--- src/rtl/pointwise_affine_controller_if.sv ---
// Handshake bundle between an iteration-domain controller and its unified buffer port.
// The controller is the master: it drives the port enable and loop indices.
interface pointwise_affine_controller_if;
    logic        flush;
    logic        stall;
    logic        en;
    logic [15:0] ctrl_vars [3];
    logic        busy;
    logic        done;

    modport master (
        input  flush,
        input  stall,
        output en,
        output ctrl_vars,
        output busy,
        output done
    );

    modport slave (
        output flush,
        output stall,
        input  en,
        input  ctrl_vars,
        input  busy,
        input  done
    );
endinterface

--- src/rtl/pointwise_affine_controller.sv ---
// Schedule-driven controller for one compute op: walks the loop nest {d0, d2, d1}
// at a fixed initiation interval, starting a fixed delay after flush, and drives
// a buffer port enable plus its ctrl_vars index vector.
module pointwise_affine_controller #(
    parameter int EXT0        = 1,
    parameter int EXT2        = 64,
    parameter int EXT1        = 64,
    parameter int START_CYCLE = 0,
    parameter int II          = 1
) (
    input  logic                            clk,
    input  logic                            rst_n,
    pointwise_affine_controller_if.master   bus
);

    typedef enum logic [1:0] {IDLE, WAIT, RUN, DONE} state_t;

    localparam logic [15:0] MAX0       = 16'(EXT0 - 1);
    localparam logic [15:0] MAX1       = 16'(EXT1 - 1);
    localparam logic [15:0] MAX2       = 16'(EXT2 - 1);
    localparam logic [15:0] START_LOAD = 16'(START_CYCLE - 1);
    localparam logic [7:0]  II_LAST    = 8'(II - 1);

    state_t      state, state_nxt;
    logic [15:0] d0, d1, d2;
    logic [15:0] d0_nxt, d1_nxt, d2_nxt;
    logic [15:0] start_cnt, start_nxt;
    logic [7:0]  ii_cnt, ii_nxt;
    logic        busy, busy_nxt;
    logic        done, done_nxt;
    logic        issue;
    logic        last;

    // en is the only combinational output so that stall masks it in the same cycle
    assign issue = (state == RUN) && (ii_cnt == '0) && !bus.stall;
    assign last  = (d0 == MAX0) && (d1 == MAX1) && (d2 == MAX2);

    assign bus.en           = issue;
    assign bus.ctrl_vars[0] = d0;
    assign bus.ctrl_vars[1] = d1;
    assign bus.ctrl_vars[2] = d2;
    assign bus.busy         = busy;
    assign bus.done         = done;

    // State and counter registers, cleared asynchronously
    always_ff @(posedge clk or negedge rst_n) begin
        if (!rst_n) begin
            state     <= IDLE;
            d0        <= '0;
            d1        <= '0;
            d2        <= '0;
            start_cnt <= '0;
            ii_cnt    <= '0;
            busy      <= 1'b0;
            done      <= 1'b0;
        end else begin
            state     <= state_nxt;
            d0        <= d0_nxt;
            d1        <= d1_nxt;
            d2        <= d2_nxt;
            start_cnt <= start_nxt;
            ii_cnt    <= ii_nxt;
            busy      <= busy_nxt;
            done      <= done_nxt;
        end
    end

    // Next-state logic: flush restarts from any state, stall freezes everything else
    always_comb begin
        state_nxt = state;
        d0_nxt    = d0;
        d1_nxt    = d1;
        d2_nxt    = d2;
        start_nxt = start_cnt;
        ii_nxt    = ii_cnt;
        busy_nxt  = busy;
        done_nxt  = 1'b0;

        if (bus.flush) begin
            if (START_CYCLE > 0) begin
                state_nxt = WAIT;
            end else begin
                state_nxt = RUN;
            end
            d0_nxt    = '0;
            d1_nxt    = '0;
            d2_nxt    = '0;
            ii_nxt    = '0;
            start_nxt = START_LOAD;
            busy_nxt  = 1'b1;
        end else if (!bus.stall) begin
            unique case (state)
                WAIT: begin
                    if (start_cnt == '0) begin
                        state_nxt = RUN;
                    end else begin
                        start_nxt = start_cnt - 16'd1;
                    end
                end
                RUN: begin
                    ii_nxt = (ii_cnt == II_LAST) ? '0 : ii_cnt + 8'd1;
                    if (issue) begin
                        // final iteration leaves the indices at their maxima
                        if (last) begin
                            state_nxt = DONE;
                            busy_nxt  = 1'b0;
                            done_nxt  = 1'b1;
                        end else if (d1 != MAX1) begin
                            d1_nxt = d1 + 16'd1;
                        end else begin
                            d1_nxt = '0;
                            if (d2 != MAX2) begin
                                d2_nxt = d2 + 16'd1;
                            end else begin
                                d2_nxt = '0;
                                d0_nxt = d0 + 16'd1;
                            end
                        end
                    end
                end
                default: ;
            endcase
        end
    end

endmodule

--- src/flat_wrapper.sv ---
// flat-port wrapper written by rule: the top's interface ports become plain ports
module pointwise_affine_controller_flat 
#(
    parameter int EXT0        = 1,
    parameter int EXT2        = 64,
    parameter int EXT1        = 64,
    parameter int START_CYCLE = 0,
    parameter int II          = 1
)
  (clk, rst_n, bus_flush, bus_stall, bus_en, bus_ctrl_vars, bus_busy, bus_done);
  pointwise_affine_controller_if bus_i ();
  input  logic clk;
  input  logic rst_n;
  input wire logic [$bits(bus_i.flush)-1:0] bus_flush;
  input wire logic [$bits(bus_i.stall)-1:0] bus_stall;
  output wire logic [$bits(bus_i.en)-1:0] bus_en;
  output wire logic [$bits(bus_i.ctrl_vars)-1:0] bus_ctrl_vars;
  output wire logic [$bits(bus_i.busy)-1:0] bus_busy;
  output wire logic [$bits(bus_i.done)-1:0] bus_done;
  assign bus_i.flush = bus_flush;
  assign bus_i.stall = bus_stall;
  assign bus_en = bus_i.en;
  assign bus_ctrl_vars = {>>{bus_i.ctrl_vars}};
  assign bus_busy = bus_i.busy;
  assign bus_done = bus_i.done;
  pointwise_affine_controller #(.EXT0(EXT0), .EXT2(EXT2), .EXT1(EXT1), .START_CYCLE(START_CYCLE), .II(II)) u_core (.clk(clk), .rst_n(rst_n), .bus(bus_i));
endmodule
--- config.mk ---
export PLATFORM = sky130hd
export DESIGN_NAME = pointwise_affine_controller_flat
export DESIGN_NICKNAME = d
export VERILOG_FILES = /design/src/rtl/pointwise_affine_controller_if.sv /design/src/rtl/pointwise_affine_controller.sv /design/src/flat_wrapper.sv
export SDC_FILE = /design/constraint.sdc
export NUM_CORES = 1
export LEC_CHECK = 0
export CORE_MARGIN = 8
export CORE_UTILIZATION = 60
export DETAILED_ROUTE_END_ITERATION = 7
export PLACE_DENSITY = 0.94
export SLEW_MARGIN = 20
export SYNTH_ARGS = -nofsm -noshare
export SYNTH_HDL_FRONTEND = slang
export SYNTH_SLANG_ARGS = --single-unit
--- constraint.sdc ---
create_clock -name clk -period 4.1 [get_ports clk]
set_input_delay 0.82 -clock clk [delete_from_list [all_inputs] [get_ports clk]]
set_output_delay 0.82 -clock clk [all_outputs]
set_load 0.01 [all_outputs]
==> run_results.csv, run 1 <==
group,metric,value,unit
status,status,"complete, no violations",
global_routing,antenna_found_initial,0,
worst_setup_path,slowest_delay,0.55,ns
synthesis,syn_area,4220,sq um
sta,hold_viol,0,
synthesis,syn-instance-count,447,
layout,finalNetCount,507,
place,port_buffers,54,
cts,numCtsBuffers,9,
pwr,powerDensity,276,nW/um^2
pwr,sw_frac_of_total,24.2,%
routing,routedWlPerCell,18.0,microns
floorplanning,fp-row-count,30,
routing,antenna_left,0,
layout,area_growth,18.5,%
worst_setup_path,path_buf_inv,3,
synthesis,syn-num-nets,459,
synthesis,ys.flop_type,"dfrtp_1",
worst_setup_path,path_cells,"clkdlybuf4s50_1 > nor3b_1 > nand3_2 > clkinv_2 > clkdlybuf4s50_1",
worst_setup_path,arrival,2.48,ns
pwr,intPower,0.00105,W
synthesis,ys_seq_elements,76,
worst_setup_path,worstPathRequired,3.28,ns
floorplanning,fp.dieH,99.9,microns
sta,fin_crit_sh,80.4,%
pwr,p_seq_share,54.5,%
floorplanning,coreArea,6790,sq um
floorplanning,initial_core_util,62.1,%
place,hpwlAfterDp,7.10,mm
cts,clock_latency,0.35,ns
sta,final_max_slew_viol_count,0,
pwr,p_comb_share,4.1,%
global_routing,grtUsageTotal,22.3,%
cts,clockBufferDepth,2,
cts,hold_buffers,0,
place,pre_cts_slack,0.692,ns
global_routing,grt_use_met3,5.47,%
sta,min_period,3.30,ns
cts,postCtsSetupRepairBufs,0,
pwr,switchingPower,0.000335,W
floorplanning,die_w,99.9,microns
worst_setup_path,cp-start-kind,"primary input",
layout,instances_no_fill,596,
synthesis,synth_edf_count,0,
global_routing,grt_max_degree,47,
place,place_congestion,0.866,
global_routing,grt_pass1_wl,18.3,mm
cts,numClockSinks,76,
global_routing,grt_use_met2,36.9,%
pwr,p_leak,1.85,nW
min_path,hold_class,"primary input to async pin",
sta,rsz0062_at_grt,"no",
worst_setup_path,cp_top_family,"buffers and inverters",
floorplanning,ios,55,
routing,drt_wl_total,10.7,mm
routing,vias,3841,
cts,ctsResizeCount,0,
global_routing,grt.overflow.total,0,
global_routing,grt_busiest_layer,"met2",
routing,drtIter0Drc,361,
pwr,pwr-share-clk,41.5,%
worst_setup_path,end_kind,"primary output",
synthesis,async_reset_ff_share,100,%
worst_setup_path,critical_path_class,"primary input to primary output",
pwr,peakVddDrop,189,uV
floorplanning,fp.dieArea,9970,sq um
synthesis,yosysWarnings,0,
synthesis,ys_types,57,
sta,finClkSkew,0.0110,ns
routing,drc,0,
routing,viasPerCell,6.44,
layout,final_cell_mix,"76 x dfrtp_1, 53 x clkdlybuf4s50_1, 38 x nand2_1, 31 x a21oi_1, 26 x nand3_1",
global_routing,grt_pass1_vias,3707,
cts,cts-root-buf,"clkbuf_8",
routing,dr.pass1.iters,5,
cts,cts_max_level,3,
layout,mostFrequentLayoutCell,"dfrtp_1",
sta,worst_slack,0.805,ns
flow_run,maxCapViolCount,0,
sta,timing.fmax,0.303,GHz
sta,worst_pin_slew,0.788,ns
worst_setup_path,critPathMaxFanout,8,
synthesis,ys_seq_area_share,45.1,%
worst_setup_path,timing.critical_path.slowest_stage_cell,"clkdlybuf4s50_1",
sta,timing.hold.ws,0.451,ns
sta,slew_headroom,47.3,%
cts,clk_pin_slew,0.09,ns
layout,antenna_cells,0,
worst_setup_path,cp_common_cell,"clkdlybuf4s50_1",
place,place_inst,580,
sta,totalNegativeSetupSlack,0,ns
global_routing,use_met1,27.6,%
sta,finalSetupViolations,0,
layout,layout-drive-gt1-share,7.80,%
cts,cts_tree,"yes",
synthesis,avgSynthCellArea,9.44,sq um
[cells in the mapped netlist (13+ instances only)]
cell type | count | area share [%]
a21oi_1 | 31 | 3.7
a31oi_1 | 15 | 2.2
dfrtp_1 | 76 | 45
inv_1 | 13 | 1.2
nand2_1 | 38 | 3.4
nand3_1 | 26 | 3.1
nor2_1 | 16 | 1.4
nor3_1 | 13 | 1.5
nor4_1 | 14 | 2.1
o21ai_0 | 21 | 2.5
or3_1 | 20 | 3.0
[cell families after synthesis]
| logic type | count (synthesis) | share of synthesized area [%] |
|---|---|---|
| mux | 5 | 1.22 |
| fa+ha+maj | 8 | 2.37 |
| simple gates | 203 | 29.4 |
| buf+inv | 36 | 3.71 |
| xor+xnor | 17 | 3.53 |
| flops | 76 | 45.1 |
| compound gates | 102 | 14.7 |
[per-layer routing]
layer | vias to the layer above | part of all wire (%)
li1 | 1774 | -
met2 | 175 | 50
met3 | 20 | 7.8
met1 | 1872 | 41
met4 | 0 | 1.7
met5 | - | 0
[final cells by class]
class                      count  area [sq um]
clock buffer                  11           131
clock inverter                 5          61.3
fill                         461          1790
inverter                      15          57.6
multi-input combinational    335          2160
sequential                    76          1900
tap                           96           120
timing repair buffer          58           568
[state kept, by name (all words and copies together), names as in the netlist]
| name | cells |
|---|---|
| u_core.d0 | 16 |
| u_core.d1 | 16 |
| u_core.ii_cnt | 8 |
| u_core.state | 2 |
| u_core.start_cnt | 16 |
| u_core.d2 | 16 |
| u_core.bus.busy | 1 |
| u_core.bus.done | 1 |
[power by group through the flow]
stage,registers [W],logic [W],clock network [W]
6_report,0.000753,0.0000563,0.000573
2_1_floorplan,0.000768,0.0000242,0
4_1_cts,0.000753,0.0000567,0.000573
5_1_grt,0.000753,0.0000633,0.000612
3_5_place_dp,0.000768,0.0000560,0
3_3_place_gp,0.000768,0.0000541,0
[per-stage QoR]
| step | total power [W] | util [%] | cell area [sq um] |
|---|---|---|---|
| 2_1_floorplan | 0.000792 | - | 4220 |
| 3_5_place_dp | 0.000824 | 70.8 | 4810 |
| 3_3_place_gp | 0.000822 | 70.8 | 4810 |
| 5_1_grt | 0.00143 | 73.6 | 5000 |
| 6_report | 0.00138 | 73.6 | 5000 |
| 4_1_cts | 0.00138 | 73.6 | 5000 |
[worst paths after layout]
kind / depth (start not counted) / to / slack (ns) / start
setup / recovery: 5 / bus_en / 0.80 / bus_stall
min in group clk: 1 / u_core.d2[9] / 0.53 / u_core.d2[9]
max in group asynchronous: 2 / u_core.d2[1] / 2.96 / rst_n
hold reg to reg: 1 / u_core.d2[9] / 0.53 / u_core.d2[9]
hold / removal: 1 / u_core.d0[8] / 0.45 / rst_n
setup reg to reg: 9 / u_core.d0[6] / 1.27 / u_core.ii_cnt[1]
Power figures use the tool's default switching activity.
==> run 2, diff against run 1 <==
--- a/config.mk
+++ b/config.mk
@@ -6,9 +6,9 @@
 export NUM_CORES = 1
 export LEC_CHECK = 0
 export CORE_MARGIN = 8
-export CORE_UTILIZATION = 60
+export CORE_UTILIZATION = 50
 export DETAILED_ROUTE_END_ITERATION = 7
-export PLACE_DENSITY = 0.94
+export PLACE_DENSITY = 0.84
 export SLEW_MARGIN = 20
 export SYNTH_ARGS = -nofsm -noshare
 export SYNTH_HDL_FRONTEND = slang
==> constraint.sdc (replaced) <==
create_clock -name clk -period 2.75 [get_ports clk]
set_input_delay 0.55 -clock clk [delete_from_list [all_inputs] [get_ports clk]]
set_output_delay 0.55 -clock clk [all_outputs]
set_load 0.01 [all_outputs]
==> run 2 against run 1 <==
Clock skew fell by 0.0015 ns; via count fell by 0.57%; die area rose by 17%; cell area rose by 2.2%; sequential share of layout area fell by 0.82 points; register-to-register slack got worse by 0.91 ns; clock power rose by 36%; power rose by 44%; sequential cell count did not move; non-clock buffer count rose by 14; highest routed layer unchanged.
==> run_results.csv, run 2 (same netlist as run 1, synthesis figures left out) <==
group,metric,value,unit
routing,drc,0,
status,status,"complete, no violations",
routing,drtIter0Drc,271,
layout,multi_input_area,2170,sq um
worst_setup_path,end_kind,"primary output",
floorplanning,fp.dieArea,11600,sq um
sta,finClkSkew,0.00952,ns
routing,routedWlPerCell,16.7,microns
cts,clock_latency,0.34,ns
min_path,hold_class,"primary input to async pin",
cts,numCtsBuffers,9,
layout,finalNetCount,521,
global_routing,grt_pass1_vias,3663,
cts,cts_tree,"yes",
pwr,peakVddDrop,183,uV
layout,final-seq-area,1900,sq um
global_routing,grt_pass1_wl,17.4,mm
global_routing,grtUsageTotal,18.3,%
sta,finalSetupViolations,0,
layout,layout-drive-gt1-share,10.9,%
place,port_buffers,54,
layout,mostFrequentLayoutCell,"dfrtp_1",
cts,clk_pin_slew,0.08,ns
sta,hold_viol,0,
worst_setup_path,critical_path_class,"register to primary output",
floorplanning,die_w,108,microns
sta,worst_pin_slew,0.974,ns
routing,dr.pass1.iters,5,
global_routing,grt.overflow.total,0,
cts,numClockSinks,76,
cts,postCtsSetupRepairBufs,0,
sta,slew_headroom,35.1,%
sta,totalNegativeSetupSlack,0,ns
cts,clockBufferDepth,2,
place,place_congestion,0.839,
floorplanning,fp.dieH,108,microns
floorplanning,coreArea,8220,sq um
sta,timing.fmax,0.387,GHz
global_routing,antenna_found_initial,0,
worst_setup_path,critPathMaxFanout,5,
routing,antenna_left,0,
worst_setup_path,cp-start-kind,"register",
layout,instances_no_fill,618,
pwr,intPower,0.00151,W
layout,area_growth,21.1,%
sta,fin_crit_sh,94.0,%
worst_setup_path,worstPathRequired,2.20,ns
floorplanning,initial_core_util,51.4,%
pwr,powerDensity,389,nW/um^2
place,hpwlAfterDp,7.30,mm
worst_setup_path,arrival,2.03,ns
floorplanning,ios,55,
sta,rsz0062_at_grt,"no",
pwr,p_leak,1.93,nW
pwr,switchingPower,0.000477,W
floorplanning,fp-row-count,33,
layout,nFillCells,689,
cts,cts_max_level,3,
routing,vias,3819,
routing,drt_wl_total,10.3,mm
sta,final_max_slew_viol_count,0,
pwr,p_comb_share,4.5,%
layout,final_cell_mix,"76 x dfrtp_1, 53 x clkdlybuf4s50_1, 38 x nand2_1, 31 x a21oi_1, 26 x nand3_1",
sta,min_period,2.58,ns
routing,viasPerCell,6.18,
flow_run,maxCapViolCount,0,
layout,antenna_cells,0,
pwr,p_seq_share,56.4,%
pwr,pwr-share-clk,39.1,%
cts,cts-root-buf,"clkbuf_8",
global_routing,grt_max_degree,77,
pwr,sw_frac_of_total,24.0,%
place,place_inst,603,
run 2: per-layer routing:
metal	part of all wire, %	wire length, microns	up-vias	track usage [%]
li1	-	-	1806	-
met5	0	0	-	0
met4	1.5	160	0	8.13
met1	44	4520	1857	23.5
met3	6.5	674	16	3.89
met2	48	4990	140	29.1
run 2: area by class of cell:
cell class | instances | share of cell area [%]
Tap cell | 105 | 2.57
Timing Repair Buffer | 72 | 13.2
Clock buffer | 11 | 2.96
Sequential cell | 76 | 37.2
Clock inverter | 4 | 0.489
Inverter | 15 | 1.13
Multi-Input combinational cell | 335 | 42.5
run 2: power by group through the flow:
| stage | combinational (W) | sequential (W) | clock [W] |
|---|---|---|---|
| 5_1_grt | 0.000102 | 0.00112 | 0.000850 |
| 3_3_place_gp | 0.0000879 | 0.00114 | 0 |
| 2_1_floorplan | 0.0000361 | 0.00114 | 0 |
| 3_5_place_dp | 0.0000898 | 0.00114 | 0 |
| 4_1_cts | 0.0000903 | 0.00112 | 0.000788 |
| 6_report | 0.0000897 | 0.00112 | 0.000779 |
run 2: final timing paths:
check                                       from             endpoint  slack [ns]  cells past startpoint
worst max-delay path            u_core.ii_cnt[0]               bus_en        0.17                      6
worst min-delay path                       rst_n  u_core.start_cnt[6]        0.36                      1
worst max register to register      u_core.d1[0]        u_core.d0[11]        0.36                      7
worst min register to register   u_core.bus.busy      u_core.bus.busy        0.49                      1
max in group asynchronous                  rst_n         u_core.d2[0]        1.76                      1
min in group clk                 u_core.bus.busy      u_core.bus.busy        0.49                      1
run 2: worst max-delay path, stage by stage (launching register included):
cell and delay [ns]:
dfrtp_1 0.43, inv_1 0.08, ha_1 0.14, nor3b_2 0.25
nand3_2 0.13, clkinv_2 0.11, clkdlybuf4s50_1 0.54
run 2: metrics by stage:
step	hold slack (ns)	utilization, %	area [sq um]	total power (W)	setup slack (ns)
2_1_floorplan	0.254	-	4220	0.00118	0.535
3_3_place_gp	0.472	60.0	4930	0.00123	0.125
3_5_place_dp	0.478	60.0	4930	0.00123	0.0472
4_1_cts	0.383	62.1	5100	0.00200	0.0283
5_1_grt	0.432	62.2	5110	0.00207	0.0523
6_report	0.359	62.2	5110	0.00199	0.166
run 2: timing repair:
item                       CTS  global route
hold buffers                 0             0
setup endpoints to repair    0             1
gates resized for setup      0             2
==> run 3, diff against run 2 <==
--- a/config.mk
+++ b/config.mk
@@ -6,9 +6,10 @@
 export NUM_CORES = 1
 export LEC_CHECK = 0
 export CORE_MARGIN = 8
-export CORE_UTILIZATION = 50
+export CORE_UTILIZATION = 35
 export DETAILED_ROUTE_END_ITERATION = 7
-export PLACE_DENSITY = 0.84
+export PLACE_DENSITY = 0.65
+export RECOVER_POWER = 100
 export SLEW_MARGIN = 20
 export SYNTH_ARGS = -nofsm -noshare
 export SYNTH_HDL_FRONTEND = slang
==> run 3 against run 2 <==
Die area rose by 36%; largest power group is now the clock network; register-to-register slack got worse by 0.05 ns; the run now ends with max-capacitance violations, max-slew violations left; cell area rose by 3.6%; utilization fell by 18 points; maximum frequency fell by 0.88%; clock-buffer cell count fell by 2; critical endpoint unchanged.
==> run_results.csv, run 3 (same netlist as run 1, synthesis figures left out) <==
group,metric,value,unit
worst_setup_path,critPathMaxFanout,5,
sta,hold_viol,0,
sta,finClkSkew,0.00929,ns
layout,area_growth,25.5,%
worst_setup_path,r2r-start,"u_core.d2[12]",
sta,final_max_slew_viol_count,30,
layout,final_cell_mix,"76 x dfrtp_1, 50 x dlygate4sd3_1, 38 x nand2_1, 31 x a21oi_1, 26 x nand3_1",
cts,hold_buffers,0,
layout,nFillCells,1146,
layout,layout-drive-gt1-share,9.38,%
floorplanning,ios,55,
cts,cts-root-buf,"clkbuf_16",
sta,fin_crit_sh,94.8,%
worst_setup_path,worstPathRequired,2.20,ns
cts,cts_tree,"yes",
cts,numClockSinks,76,
worst_setup_path,path_buf_inv,3,
routing,routedWlPerCell,16.2,microns
floorplanning,die_w,126,microns
floorplanning,fp.dieH,126,microns
routing,viasPerCell,5.75,
floorplanning,fp-row-count,40,
global_routing,antenna_found_initial,0,
sta,worst_pin_slew,1.57,ns
sta,totalNegativeSetupSlack,0,ns
layout,antenna_cells,0,
routing,vias,3788,
status,violations,"max-capacitance violations, max-slew violations",
sta,min_period,2.61,ns
worst_setup_path,critical_path_class,"register to primary output",
worst_setup_path,slowest_delay,0.54,ns
global_routing,grt_max_degree,77,
global_routing,grt.overflow.total,0,
routing,drtIter0Drc,229,
layout,finalNetCount,519,
routing,antenna_left,0,
cts,numCtsBuffers,9,
worst_setup_path,arrival,2.06,ns
global_routing,grtUsageTotal,13.9,%
cts,clock_latency,0.33,ns
cts,ctsResizeCount,0,
worst_setup_path,cp-start-kind,"register",
sta,worst_slack,0.143,ns
place,hpwlAfterDp,7.46,mm
routing,drt_wl_total,10.7,mm
pwr,peakVddDrop,319,uV
flow_run,maxCapViolCount,1,
global_routing,grt_pass1_vias,3774,
floorplanning,fp.dieArea,15800,sq um
cts,postCtsSetupRepairBufs,0,
worst_setup_path,path_cells,"inv_1 > ha_1 > nor3b_1 > nand3_2 > clkinv_2 > clkdlybuf4s50_1",
worst_setup_path,crit_start,"u_core.ii_cnt[0]",
worst_setup_path,end_kind,"primary output",
worst_setup_path,cp_top_family,"buffers and inverters",
status,status,"complete, but fails checks",
routing,dr.pass1.iters,4,
cts,clockBufferDepth,2,
sta,timing.fmax,0.384,GHz
place,pre_cts_slack,0.0449,ns
sta,finalSetupViolations,0,
floorplanning,initial_core_util,35.4,%
place,place_congestion,0.816,
global_routing,grt_pass1_wl,18.4,mm
cts,clk_pin_slew,0.06,ns
worst_setup_path,timing.critical_path.slowest_stage_cell,"clkdlybuf4s50_1",
routing,drc,0,
min_path,hold_class,"register to register",
place,port_buffers,54,
floorplanning,coreArea,11900,sq um
pwr,p_leak,2.15,nW
sta,slew_headroom,-4.99,%
sta,rsz0062_at_grt,"no",
pwr,powerDensity,488,nW/um^2
cts,cts_max_level,3,
layout,mostFrequentLayoutCell,"dfrtp_1",
min_path,min_from,"u_core.bus.busy",
run 3: cell types whose count changed in the layout (fill, tap and decap cells not counted), moves of 2 or more:
cell             delta
buf_4               -7
bufinv_16           +3
clkbuf_1            +4
clkbuf_16           +9
clkbuf_8           -11
clkdlybuf4s50_1    -50
clkinv_2            -2
clkinv_4            +2
dlygate4sd3_1      +50
run 3: area by class of cell:
cell class | count | area [sq um] | area share (%)
timing repair buffer | 70 | 643 | 12.1
sequential | 76 | 1900 | 35.9
clock inverter | 7 | 124 | 2.34
clock buffer | 9 | 225 | 4.25
multi-input combinational | 335 | 2160 | 40.8
tap | 147 | 184 | 3.47
inverter | 15 | 57.6 | 1.09
run 3: per-layer routing:
| layer | up-vias | routed length [microns] | GRT usage [%] |
|---|---|---|---|
| met3 | 19 | 486 | 2.87 |
| met5 | - | 0 | 0 |
| li1 | 1793 | - | - |
| met4 | 0 | 223 | 5.73 |
| met1 | 1879 | 4680 | 17.0 |
| met2 | 97 | 5280 | 23.5 |
run 3: through the flow:
stage               hold WS (ns)  total power (W)  util (%)  std cells  instance area, sq um
finish                     0.477          0.00259      44.5        659                  5300
floorplan                  0.254          0.00118         -        447                  4220
CTS                        0.430          0.00262      44.5        658                  5310
global placement           0.466          0.00123      41.6        642                  4960
detailed placement         0.480          0.00124      41.6        642                  4960
global route               0.494          0.00267      44.5        659                  5300
run 3: worst paths after layout:
kind,slack [ns],cells after the start,to
max,0.14,6,bus_en
max in group asynchronous,0.60,2,u_core.d1[3]
max reg2reg,0.31,6,u_core.d0[3]
min reg2reg,0.48,1,u_core.bus.busy
min,0.48,1,u_core.bus.busy
min in group asynchronous,0.61,1,u_core.start_cnt[0]
run 3: report_power, final:
group	switching (W)	total [W]	internal, W
combinational	0.0000655	0.0000878	0.0000222
clock	0.000483	0.00138	0.000893
sequential	0.00000297	0.00112	0.00112
total	0.000551	0.00259	0.00204
